==> config.mk <==
export PLATFORM = sky130hd
export DESIGN_NAME = grf_bank
export DESIGN_NICKNAME = d
export VERILOG_FILES = /design/src/rtl/grf_pkg.sv /design/src/rtl/grf_word.sv /design/src/rtl/grf_bank.sv
export SDC_FILE = /design/constraint.sdc
export NUM_CORES = 2
export LEC_CHECK = 0
export CAP_MARGIN = 20
export CORE_AREA = 2 2 467 469
export CTS_CLUSTER_SIZE = 28
export DETAILED_ROUTE_END_ITERATION = 8
export DIE_AREA = 0 0 469 471
export MAX_ROUTING_LAYER = met4
export PLACE_DENSITY = 0.41
export SLEW_MARGIN = 20
export SYNTH_ARGS = -nofsm -noshare
export SYNTH_HDL_FRONTEND = slang
export SYNTH_SLANG_ARGS = --single-unit
==> constraint.sdc <==
create_clock -name clk -period 4.1 [get_ports clk]
set_clock_uncertainty 0.1 [all_clocks]
set_input_delay 1.23 -clock clk [delete_from_list [all_inputs] [get_ports clk]]
set_output_delay 1.23 -clock clk [all_outputs]
set_load 0.01 [all_outputs]
==> src/rtl/grf_pkg.sv <==
// Shared constants for the general register file storage stage.
package grf_pkg;
    localparam int REG_W  = 32;
    localparam int NREG   = 32;
    localparam int ADDR_W = 5;
    localparam logic [ADDR_W-1:0] REG_ZERO = 5'd0;
endpackage

==> src/rtl/grf_word.sv <==
// One register word: synchronous active-high clear, load on enable.
module grf_word
    import grf_pkg::*;
#(
    parameter int W = REG_W
) (
    input  logic         clk,
    input  logic         reset,
    input  logic         en,
    input  logic [W-1:0] d,
    output logic [W-1:0] q
);

    // Clear dominates load.
    always_ff @(posedge clk) begin
        if (reset)   q <= '0;
        else if (en) q <= d;
    end

endmodule

==> src/rtl/grf_bank.sv <==
// Register file storage: 31 stored words plus a hardwired zero slot,
// parallel flattened view for the read selectors, and a write-back trace.
module grf_bank
    import grf_pkg::*;
#(
    parameter int WIDTH  = REG_W,
    parameter int NREG   = grf_pkg::NREG,
    parameter bit BYPASS = 1'b1
) (
    input  logic                  clk,
    input  logic                  reset,
    input  logic                  we,
    input  logic [ADDR_W-1:0]     waddr,
    input  logic [WIDTH-1:0]      wdata,
    input  logic [31:0]           pc,
    output logic [NREG*WIDTH-1:0] regs_flat,
    output logic                  tr_valid,
    output logic [31:0]           tr_pc,
    output logic [ADDR_W-1:0]     tr_addr,
    output logic [WIDTH-1:0]      tr_data,
    output logic [31:0]           wr_count
);

    logic [NREG-1:1]            wsel;
    logic [NREG-1:0][WIDTH-1:0] stored;
    logic [NREG-1:0][WIDTH-1:0] view;

    // One-hot write decode gated by we; slot 0 has no storage to select.
    always_comb begin
        wsel = '0;
        for (int k = 1; k < NREG; k++)
            wsel[k] = we && (waddr == ADDR_W'(k));
    end

    assign stored[0] = '0;

    generate
        for (genvar k = 1; k < NREG; k++) begin : g_word
            grf_word #(.W(WIDTH)) u_word (
                .clk   (clk),
                .reset (reset),
                .en    (wsel[k]),
                .d     (wdata),
                .q     (stored[k])
            );
        end
    endgenerate

    // Write-first view: the slot being written shows wdata before the edge,
    // except under reset, where the write is dropped anyway.
    always_comb begin
        view = stored;
        if (BYPASS && !reset) begin
            for (int k = 1; k < NREG; k++)
                if (wsel[k]) view[k] = wdata;
        end
    end

    assign regs_flat = view;

    // Trace record and accepted-write counter; writes to r0 are traced too.
    always_ff @(posedge clk) begin
        if (reset) begin
            tr_valid <= 1'b0;
            tr_pc    <= '0;
            tr_addr  <= REG_ZERO;
            tr_data  <= '0;
            wr_count <= '0;
        end else begin
            tr_valid <= we;
            if (we) begin
                tr_pc    <= pc;
                tr_addr  <= waddr;
                tr_data  <= wdata;
                wr_count <= wr_count + 32'd1;
            end
        end
    end

endmodule

==> metrics.md <==
| Metric | Value |
|---|---|
| Status | complete, but fails checks |
| Failing checks | negative setup slack |
| Final WL | a little over 300000 um |
| Max FO, Critical Path | 6 |
| Hold WS | 0.351 ns |
| Leading cell types in the layout, fill and taps excluded | nand2_1, dfxtp_1, a21oi_1 |
| DRT antenna net count | 0 |
| Slew @ Worst Pin | roughly 1.1 ns |
| Peak VDD IR | 0.449 mV |
| Crit path capture type | output pin |
| Yosys cell types | 38 |
| Ranking of synthesized cells by area | dfxtp_1, mux2_2, nand2_1 |
| Commonest non-fill, non-tap cell in the layout | nand2_1 |
| RSZ-0062 raised after global routing | true |
| IO Pins | 1198 |
| Die Width | 469 um |
| Placed Instance Area | around 0.068 mm^2 |
| Yosys warning count | 0 |
| Final WS setup | -0.485 ns |
| Drt pass-1 iters | 6 |
| Syn-to-layout area delta | 56.4% |
| Critical-path top delay cell | clkdlybuf4s50_1 |
| Clock buffer depth | 3 |
| Fin. Hold Viols | 0 |
| First-pass GRT wire length | 407000 um |
| DRC | 0 |
| Rel. slew slack | 0.288 |
| Global route overflow | 0 |
| Part of the cycle the worst path needs | 1.12 |
| Yosys top cell by area | dfxtp_1 |
| Clock transition at path regs | 0.06 ns |
| Hold Path Class | flip-flop to flip-flop |
| FMAX | 218 MHz |
| CTS tree | done |
| Largest net degree at the start of global routing | approximately 160 |
| Post-DR wirelength/cell | 29.2 um |
| EDFF count, synth | 0 |
| Fill cell count | between 20000 and 25000 |
| Cts bufs inserted | about 140 |
| Top-area cell type share of the netlist area | 0.432 |
| # port buffers | 1165 |
| Mapped Cells | 6148 |
| Largest stage delay on the critical path | 0.55 ns |
| Pre-CTS WS | -1.52 ns |
| GPL Wtd Cong | a little under 0.9 |
| Synth async-reset ratio | 0 |
| Cell Area, Synth | 0.0508 mm^2 |
| Starting density of the core | 0.235 |
| Drt via density | 4.79 |
| R2R setup slack | 1.69 ns |
| Vias in the first global route | 47400 |
| Non-Filler Instances | 10500 |
| Area of the core | 0.216 mm^2 |
| Utilization after layout | 0.367 |
| Primary FF master, synth | dfxtp_1 |
| Crit path DAT | roughly 3.3 ns |
| Vias | 50400 |
| Slew Limit Fails | 0 |
| CP top delay family | buffers and inverters |
| Die Y | 471 um |
| Pleak | 0.0347 uW |
| Share of layout cells above drive strength 1 | 0.343 |
| Crit path launch type | input pin |
| Root Driver | clkbuf_16 |
| #FFs+latches synth | between 1000 and 1500 |
| Critical path class | input pin to output pin |
| Area of the multi-input gates | around 0.028 mm^2 |
| Final net count | around 7600 |
| Design area | roughly 0.08 mm^2 |
| Syn_area_per_cell | 8.26 um^2 |
| Post-synthesis sequential area ratio | 0.432 |
| Iteration-0 DRC count of the detailed router | between 4000 and 5000 |
| Total GRT Usage | 0.270 |
| H-tree levels | 4 |
| Die area | 0.221 mm^2 |
| # setup viols final | 987 |
| Buf+Inv Stages, Crit Path | 5 |
| HPWL after DPL | between 150000 and 200000 um |
| Dpl cells | 9852 |
| Initial antenna violation count | 13 |
| Cell mode on critical path | buf_12 |
| Row cnt | around 170 |
| Pwr/cell area | 325 mW/mm^2 |
| WP data required | 2.77 ns |
| Crit-path cells | buf_8 > buf_6 > and4b_2 > nand2_4 > nor2_4 > buf_12 > buf_12 > mux2_2 > clkdlybuf4s50_1 |
| CTS Sinks | 1094 |
| Register Area | ~0.022 mm^2 |
| Max Cap Viol | 0 |
| Fin crit period | 4.58 ns |
| Insertion delay to the later sink of the worst-skew pair | 0.82 ns |
report_power, final:
part / total [uW] / internal (uW) / switching, uW
logic: 2210 / 790 / 1420
registers: 10800 / 10700 / 64.0
clock network: 12700 / 7310 / 5430
total: 25800 / 18800 / 6920
synth_stat cells (6+ instances only):
library cell     n
a21oi_1       1005
and2_1          16
buf_1           50
buf_2          111
buf_4           32
clkbuf_1       505
dfxtp_1       1094
mux2_1          63
mux2_2         935
mux2i_1         70
nand2_1       2026
nand3_1          7
nand4_1         12
nor2_1         123
nor2_2          10
nor2b_1          8
nor3_1           8
o21ai_0          6
o31ai_1          7
or3_1            6
or4_1            8
xor2_1           8
timing repair:
action                                  4_1_cts  5_1_grt
resized for setup                          2291     1119
pin swaps                                    31       35
buffers inserted                            250      121
hold buffers                                  0        0
cloned                                       46       20
endpoints found under the setup margin      992      992
metal layers:
metal | share of wire | up-vias | track usage
met4 | 0.039 | 0 | 0.0891
met2 | 0.46 | 2046 | 0.422
li1 | - | 23100 | -
met3 | 0.077 | 387 | 0.0669
met5 | 0 | - | -
met1 | 0.42 | 24900 | 0.338
per-stage QoR:
stage | TNS [ns] | power [uW]
after floorplan | 0 | 11900
after global placement | -1300.50 | 13100
after detailed placement | -1290.99 | 13100
after CTS | -397.93 | 26000
after global routing | -342.56 | 26500
final | -306.30 | 25800
flip-flops by register name, summed over array words and instances (netlist names):
| register | flops |
|---|---|
| g_word.u_word.q | 992 |
| tr_data | 32 |
| tr_pc | 32 |
| wr_count | 32 |
| tr_addr | 5 |
| tr_valid | 1 |
layout make-up:
type	count	area share
Sequential cell	1094	0.276
Timing Repair Buffer	1935	0.270
Tap cell	2854	0.0450
Clock buffer	214	0.0537
Clock inverter	39	0.00552
Inverter	4	0.000189
Antenna cell	11	0.000347
Multi-Input combinational cell	4382	0.349
cell families after synthesis:
group,after synthesis,share of synthesized area
other,1,0.0000739
flip-flops,1094,0.432
AND/OR/NAND/NOR,2251,0.173
multiplexers,1068,0.235
XOR/XNOR,12,0.00207
adder cells (fa/ha/maj),1,0.000246
AO/OA/AOI/OAI,1018,0.101
buffers and inverters,703,0.0572
path summary, 6_finish.rpt:
check                                                       start                                end  cells after the start
worst min register to register  g_word[20].u_word.q[3]$_SDFF_PP0_  g_word[20].u_word.q[3]$_SDFF_PP0_                      2
worst min-delay path            g_word[20].u_word.q[3]$_SDFF_PP0_  g_word[20].u_word.q[3]$_SDFF_PP0_                      2
worst max-delay path                                     waddr[0]                     regs_flat[583]                      9
worst max register to register          wr_count[17]$_SDFFE_PP0P_          wr_count[31]$_SDFFE_PP0P_                      4
tightest hold or removal path, stage by stage, from the launching register on:
cell and delay (ns):
dfxtp_1 0.30, nand2_1 0.05, a21oi_1 0.05
Note: power is estimated with default switching activity, not from simulation.
